<file path="src/rtl/block_gather.sv">
// Packs a serial word stream into 4x4 frames (4 blocks of 4 words) for the block highlight stage.
// Two frame banks alternate so one can fill while the other waits for the downstream handshake.
module block_gather #(
  parameter int WORD_SIZE = 8,
  parameter int CNT_WIDTH = 16
) (
  input  logic                              clk,
  input  logic                              rst,
  input  logic [WORD_SIZE-1:0]              word_in,
  input  logic                              word_valid_in,
  input  logic                              word_last_in,
  output logic                              word_ready_out,
  output logic [3:0][3:0][WORD_SIZE-1:0]    blocks_out,
  output logic                              blocks_valid_out,
  input  logic                              blocks_ready_in,
  output logic [CNT_WIDTH-1:0]              frame_count_out
);

  typedef enum logic [1:0] {
    BANK_EMPTY   = 2'd0,
    BANK_FILLING = 2'd1,
    BANK_FULL    = 2'd2
  } bank_state_t;

  bank_state_t                          bank_state [2];
  logic [1:0][3:0][3:0][WORD_SIZE-1:0]  bank_data;
  logic                                 wr_bank;
  logic                                 rd_bank;
  logic [3:0]                           wr_idx;

  logic wr_accept;
  logic wr_done;
  logic rd_xfer;

  // Handshakes come straight from registered bank state, so no input ever reaches an output combinationally.
  assign word_ready_out   = (bank_state[wr_bank] != BANK_FULL);
  assign blocks_valid_out = (bank_state[rd_bank] == BANK_FULL);
  assign blocks_out       = bank_data[rd_bank];

  assign wr_accept = word_valid_in && word_ready_out;
  assign wr_done   = wr_accept && ((wr_idx == 4'd15) || word_last_in);
  assign rd_xfer   = blocks_valid_out && blocks_ready_in;

  // A read only ever targets a FULL bank and a write a non-FULL one, so both can happen on the same edge.
  always_ff @(posedge clk or posedge rst) begin
    if (rst) begin
      bank_state[0]   <= BANK_EMPTY;
      bank_state[1]   <= BANK_EMPTY;
      bank_data       <= '0;
      wr_bank         <= 1'b0;
      rd_bank         <= 1'b0;
      wr_idx          <= 4'd0;
      frame_count_out <= '0;
    end else begin
      if (wr_accept) begin
        bank_data[wr_bank][wr_idx[3:2]][wr_idx[1:0]] <= word_in;
        if (wr_done) begin
          bank_state[wr_bank] <= BANK_FULL;
          wr_idx              <= 4'd0;
          wr_bank             <= ~wr_bank;
        end else begin
          bank_state[wr_bank] <= BANK_FILLING;
          wr_idx              <= wr_idx + 4'd1;
        end
      end
      // Released banks are zeroed so an early-terminated frame leaves its unused words at zero.
      if (rd_xfer) begin
        bank_data[rd_bank]  <= '0;
        bank_state[rd_bank] <= BANK_EMPTY;
        rd_bank             <= ~rd_bank;
        frame_count_out     <= frame_count_out + CNT_WIDTH'(1);
      end
    end
  end

endmodule

</file>
<file path="config.mk">
export PLATFORM = sky130hd
export DESIGN_NAME = block_gather
export DESIGN_NICKNAME = d
export VERILOG_FILES = /design/src/rtl/block_gather.sv
export SDC_FILE = /design/constraint.sdc
export NUM_CORES = 1
export LEC_CHECK = 0
export ABC_CLOCK_PERIOD_IN_PS = 10750
export CORE_ASPECT_RATIO = 1.1
export CORE_MARGIN = 5
export CORE_UTILIZATION = 51
export CTS_BUF_LIST = sky130_fd_sc_hd__clkbuf_16
export DETAILED_ROUTE_END_ITERATION = 16
export GPL_ROUTABILITY_DRIVEN = 0
export GPL_TIMING_DRIVEN = 0
export PLACE_DENSITY = 0.81
export SLEW_MARGIN = 20
export SYNTH_ARGS = -nofsm -noshare
export SYNTH_HDL_FRONTEND = slang
export SYNTH_SLANG_ARGS = --single-unit
</file>
<file path="constraint.sdc">
create_clock -name clk -period 10.75 [get_ports clk]
set_clock_uncertainty 0.05 [all_clocks]
set_input_delay 2.6875 -clock clk [delete_from_list [all_inputs] [get_ports clk]]
set_output_delay 2.6875 -clock clk [all_outputs]
set_load 0.05 [all_outputs]
</file>
* Word level (Yosys, flattened, before mapping)
Index checks and enable logic that the tools add are counted.
Cells by class: $add $sub $neg 2, multiply operators 0, divide/modulo/power cells 0, magnitude comparators 12, equal/unequal tests 3, shift-type cells 0, multiplexer cells 27, bitwise gates (word level) 14, reductions and logical operators 11
Operators by type and width (count):
- two-way mux 128 bit | 4
- two-way mux 256 bit | 2
- AND 256 bit | 1
- bitwise mux 256 bit | 1
- demux 128 bit (select 1 bit) | 2
- inverter 256 bit | 1
- demux 32 bit (select 2 bit) | 1
- two-way mux 32 bit | 1
- adder 16 x 1 -> 16 bit (second input constant) | 1
- demux 8 bit (select 2 bit) | 1
- two-way mux 2 bit | 8
- two-way mux 4 bit | 4
- logical AND 1 bit | 9
- two-way mux 8 bit | 1
- < comparator 2 x 3 -> 1 bit (second input constant) | 2
- adder 4 x 1 -> 4 bit (second input constant) | 1
- AND 2 bit | 2
- AND 4 bit | 1
- demux 2 bit (select 1 bit) | 2
- equality test 4 bit (second input constant) | 1
- >= comparator 2 x 1 -> 1 bit (second input constant) | 2
- >= comparator 2 bit (second input constant) | 2
- < comparator 1 x 2 -> 1 bit (second input constant) | 2
- < comparator 2 x 1 -> 1 bit (second input constant) | 2
- 10 further kinds | 15
Storage, ports and cells: flip-flop bits (word level) 282, latch bits 0, bits in writable memories 0, bits in read-only memories 0, bits of input ports 13, output and inout bits 146, word-level logic and storage cells 107, memories 0

* Longest topological paths before layout
depth in word-level cells 12, depth in mapped cells 7, mapped depth without buffers 5

* Least setup slack after synthesis
Ideal clock, no wire load.
path type register -> output, start point register rd_bank, end point output blocks_valid_out, data arrival time 2.014 ns, path slack 5.998 ns, stages on the path, launching flop included 5, cells stage by stage dfrtp_1 -> buf_2 -> clkbuf_1 -> clkbuf_1 -> o21ai_0
On the way: word-level cells in the longest chain between the ends 5
RTL lines:
- from (decl) | RTL line 28 | logic rd_bank;
- from (signal assigned) | RTL line 70 | rd_bank <= ~rd_bank;
- inverter 1 -> 2 bit (not written as such) | RTL line 37 | assign blocks_valid_out = (bank_state[rd_bank] == BANK_FULL);
- two-way mux 2 bit (not written as such) (3 in a row) | RTL line 37
- equality test 2 bit | RTL line 37
- to (decl) | RTL line 14 | output logic blocks_valid_out,
No other way between the ends. The select of a mux whose other input is x is not followed.

* Worst setup path after layout
Same ends and word-level chain as after synthesis.

==> impl_metrics.csv <==
group,metric,value,unit
pwr,power.static_leakage,9.126,nW
clock_network,numClockSinks,282,
place,port-buffer-count,158,
worst_hold_path,whs_path_depth,1,
logic_synthesis,netlist_top_cells_area,"sky130_fd_sc_hd__dfrtp_1 52%, sky130_fd_sc_hd__mux2i_1 18%, sky130_fd_sc_hd__mux2_2 11%",
logic_synthesis,portion_of_synthesized_cell_area_occupied_by_the_leading_cell_type,0.5214,
detailed_routing,route.detailed.drc,0,
clock_network,cts_hold_repair.buffers,0,
sta,max_slew.worst_pin.slew,1.059,ns
detailed_routing,route.vias.total,9748,
sta,final_min_period_over_clock_period,0.5680,
sta,final-hold-violation-count,0,
clock_network,cts.repair_timing.setup_buffer_count,0,
logic_synthesis,netlist-cell-type-count,48,
run,maxCapViolations,0,
pwr,ir_drop,168.3,uV
setup_path,data_arrival_time_of_the_worst_path,3.37,ns
sta,maxClockFrequency,0.1638,GHz
setup_path,crit_path_top_delay_cell,"sky130_fd_sc_hd__clkdlybuf4s50_1",
logic_synthesis,netlist_instances,1153,
status,status,"completed",
logic_synthesis,postSynthAreaPerCell,11.74,um2
worst_hold_path,hold-path-endpoint,"frame_count_out[15]",
logic_synthesis,synth_top_family_by_area,"multiplexers",
clock_network,numCtsBuffers,29,
global_route,initial_antenna_violation_count,1,
setup_path,reg2reg_slack,8.37,ns
setup_path,timing.critical_path.mode_cell,"sky130_fd_sc_hd__clkbuf_1",
pwr,cellPowerDensity,242.8,nW/um2
setup_path,critical_path_peak_fanout,10,
logic_synthesis,synth_common_cells,"282 x sky130_fd_sc_hd__dfrtp_1, 250 x sky130_fd_sc_hd__nor2_1, 248 x sky130_fd_sc_hd__mux2i_1, 129 x sky130_fd_sc_hd__mux2_2, 55 x sky130_fd_sc_hd__clkbuf_1",
cells_and_area,post_layout_nonfiller_instances,1712,
pwr,power.total,3.998,mW
global_route,grt_remaining_overflow,0,
cells_and_area,area_growth,21.66,%
logic_synthesis,synth-async-reset-ratio,1.000,
die,die_w,165.3,um
sta,final_max_slew_viol_count,0,
clock_network,clk_pin_slew,0.06,ns
detailed_routing,wirelength,38070,um
die,coreArea,26140,um2
sta,max_slew_margin,0.2939,
clock_network,ctsLongestPathBuffers,3,
detailed_routing,viasPerCell,5.694,
detailed_routing,routed_wire_length_per_instance,22.24,um
logic_synthesis,xor_xnor_fraction_of_synth_area,0.009707,
global_route,first_global_vias,10280,
worst_hold_path,min_from,"frame_count_out[15]",
clock_network,clock_tree.htree_level_count,1,
setup_path,endpoint_kind,"output pin",
logic_synthesis,synth.cell_area,13530,um2
clock_network,cts_tree,"yes",
clock_network,postCtsResizedCells,0,
die,fp-row-count,62,
cells_and_area,final_layout_size_suffix_gt1_frac,0.1700,
global_route,grt_first_pass_wirelength,59020,um
setup_path,timing.critical_path.slowest_cell_delay,0.88,ns
detailed_routing,drt_first_pass_iters,5,
logic_synthesis,yosys.area.top_type,"sky130_fd_sc_hd__dfrtp_1",
global_route,total_routing_usage_reported_by_global_routing,0.2543,
logic_synthesis,fraction_of_the_mapped_netlist_area_in_compound_gates,0.01461,
sta,setup-violations-final,0,
detailed_routing,dr.first_iter.drc_count,815,
sta,finalSetupTns,0,ns
setup_path,r2r_cells,5,
logic_synthesis,synthSimpleGateAreaFrac,0.1285,
setup_path,crit-reg2reg-launch,"bank_state[0]",
worst_hold_path,hold_path_class,"reg2reg",
setup_path,r2r_end,"bank_data[232]",
detailed_routing,antenna_violating_nets_post_route,0,
clock_network,clock_insertion_delay_worst_skew,0.55,ns
place,dp_cells,1665,
logic_synthesis,syn_nets,1171,
sta,fin_crit,6.106,ns
global_route,pin_count_of_the_biggest_net_entering_global_routing,109,
sta,rsz0062_at_grt,"false",
logic_synthesis,yosys.cell_count.top_type,"sky130_fd_sc_hd__dfrtp_1",
logic_synthesis,yosysSeqAreaShare,0.5214,
logic_synthesis,synth_area_in_adders,0.004622,
logic_synthesis,synth_ff_type,"sky130_fd_sc_hd__dfrtp_1",
clock_network,cts.root.buffer_cell,"sky130_fd_sc_hd__clkbuf_16",
setup_path,cp_cell_instances,"buf_2 -> clkbuf_1 -> clkbuf_1 -> nand2_1 -> o21ai_0 -> clkdlybuf4s50_1",
logic_synthesis,post_synth_mux_area_share,0.2907,
die,ios,159,
die,die_h,180.9,um
die,fp.dieArea,29900,um2
place,detailedPlacementHpwl,25490,um
logic_synthesis,synth.yosys.warnings,0,
logic_synthesis,synth-seq-cells,282,
setup_path,cp_data_required_time,8.01,ns
die,initial_core_util,0.5177,
logic_synthesis,synth_edf_count,0,
cells_and_area,finalNetCount,1362,
setup_path,start_kind,"register",
setup_path,worstSetupPathType,"reg2out",
worst max path at each step:
stage / start / to / slack, ns
floorplan: rst / bank_data[0] / 0.23
global placement: rst / bank_data[81] / -3.11
detailed placement: rd_bank / blocks_valid_out / 5.28
CTS: rd_bank / blocks_valid_out / 4.69
global route: rd_bank / blocks_valid_out / 4.57
finish: rd_bank / blocks_valid_out / 4.64
cells by family after synthesis:
group	after synthesis
multiplexers	377
AND/OR/NAND/NOR	347
AO/OA/AOI/OAI	34
buffers and inverters	93
XOR/XNOR	15
flip-flops	282
adder cells (fa/ha/maj)	5
final cells by class:
type,instances,area [um2]
clock inverter,17,118.9
fill,2080,9677
buffer,89,396.6
sequential,282,7057
tap,352,440.4
antenna,1,2.502
clock buffer,29,725.7
multi-input combinational,778,6066
inverter,4,22.52
timing repair buffer,160,1637
state kept, by name, indices dropped and copies added, names as in the netlist:
signal           flops
rd_bank              1
bank_state           4
wr_bank              1
frame_count_out     16
bank_data          256
wr_idx               4
placed cells by master, fill, tap and decap left out, drive strengths merged, types with 2 or more instances in the layout:
master         synthesis  routed
a21oi                 12      12
and2                   2       2
and4                   3       3
buf                   33      35
bufinv                 0       2
clkbuf                56      85
clkdlybuf4s50          0     158
clkinv                 0       5
dfrtp                282     282
ha                     5       5
inv                    4      14
mux2                 129     129
mux2i                248     248
nand2                 25      25
nand2b                 5       5
nand3                 11      11
nand4                 28      28
nor2                 251     251
nor2b                  4       4
nor3                   3       3
nor3b                  2       2
nor4                   3       3
o21ai                 15      15
xnor2                 14      14
metal layers:
metal  global-route usage  share of wire  vias to the layer above
met2               0.4154           0.48                      394
li1                     -              -                     4341
met4              0.08317          0.037                        0
met1               0.3443           0.41                     4917
met5                    0              0                        -
met3              0.04626          0.074                       96
worst max-delay path, delay by kind of cell, from the launching register on:
kind | cells | cell delay, ns
flops | 1 | 0.31
compound gates | 1 | 0.16
buf+inv | 4 | 2.25
simple gates | 1 | 0.09
power breakdown:
part           internal, mW  switching, mW
clock network         0.528          0.402
logic                 0.577           1.08
registers              1.27          0.135
stage by stage:
stage / area, um2 / worst slack, ns / utilization / hold WS [ns]
after floorplan: 13530 / 0.2336 / - / 0.4304
after global placement: 15560 / -3.115 / 0.5951 / 0.4136
after detailed placement: 15620 / 5.276 / 0.5974 / 0.4153
after CTS: 16460 / 4.686 / 0.6298 / 0.4242
after global routing: 16470 / 4.575 / 0.6298 / 0.4565
final: 16470 / 4.644 / 0.6298 / 0.4229
(Power assumes the default switching activity.)
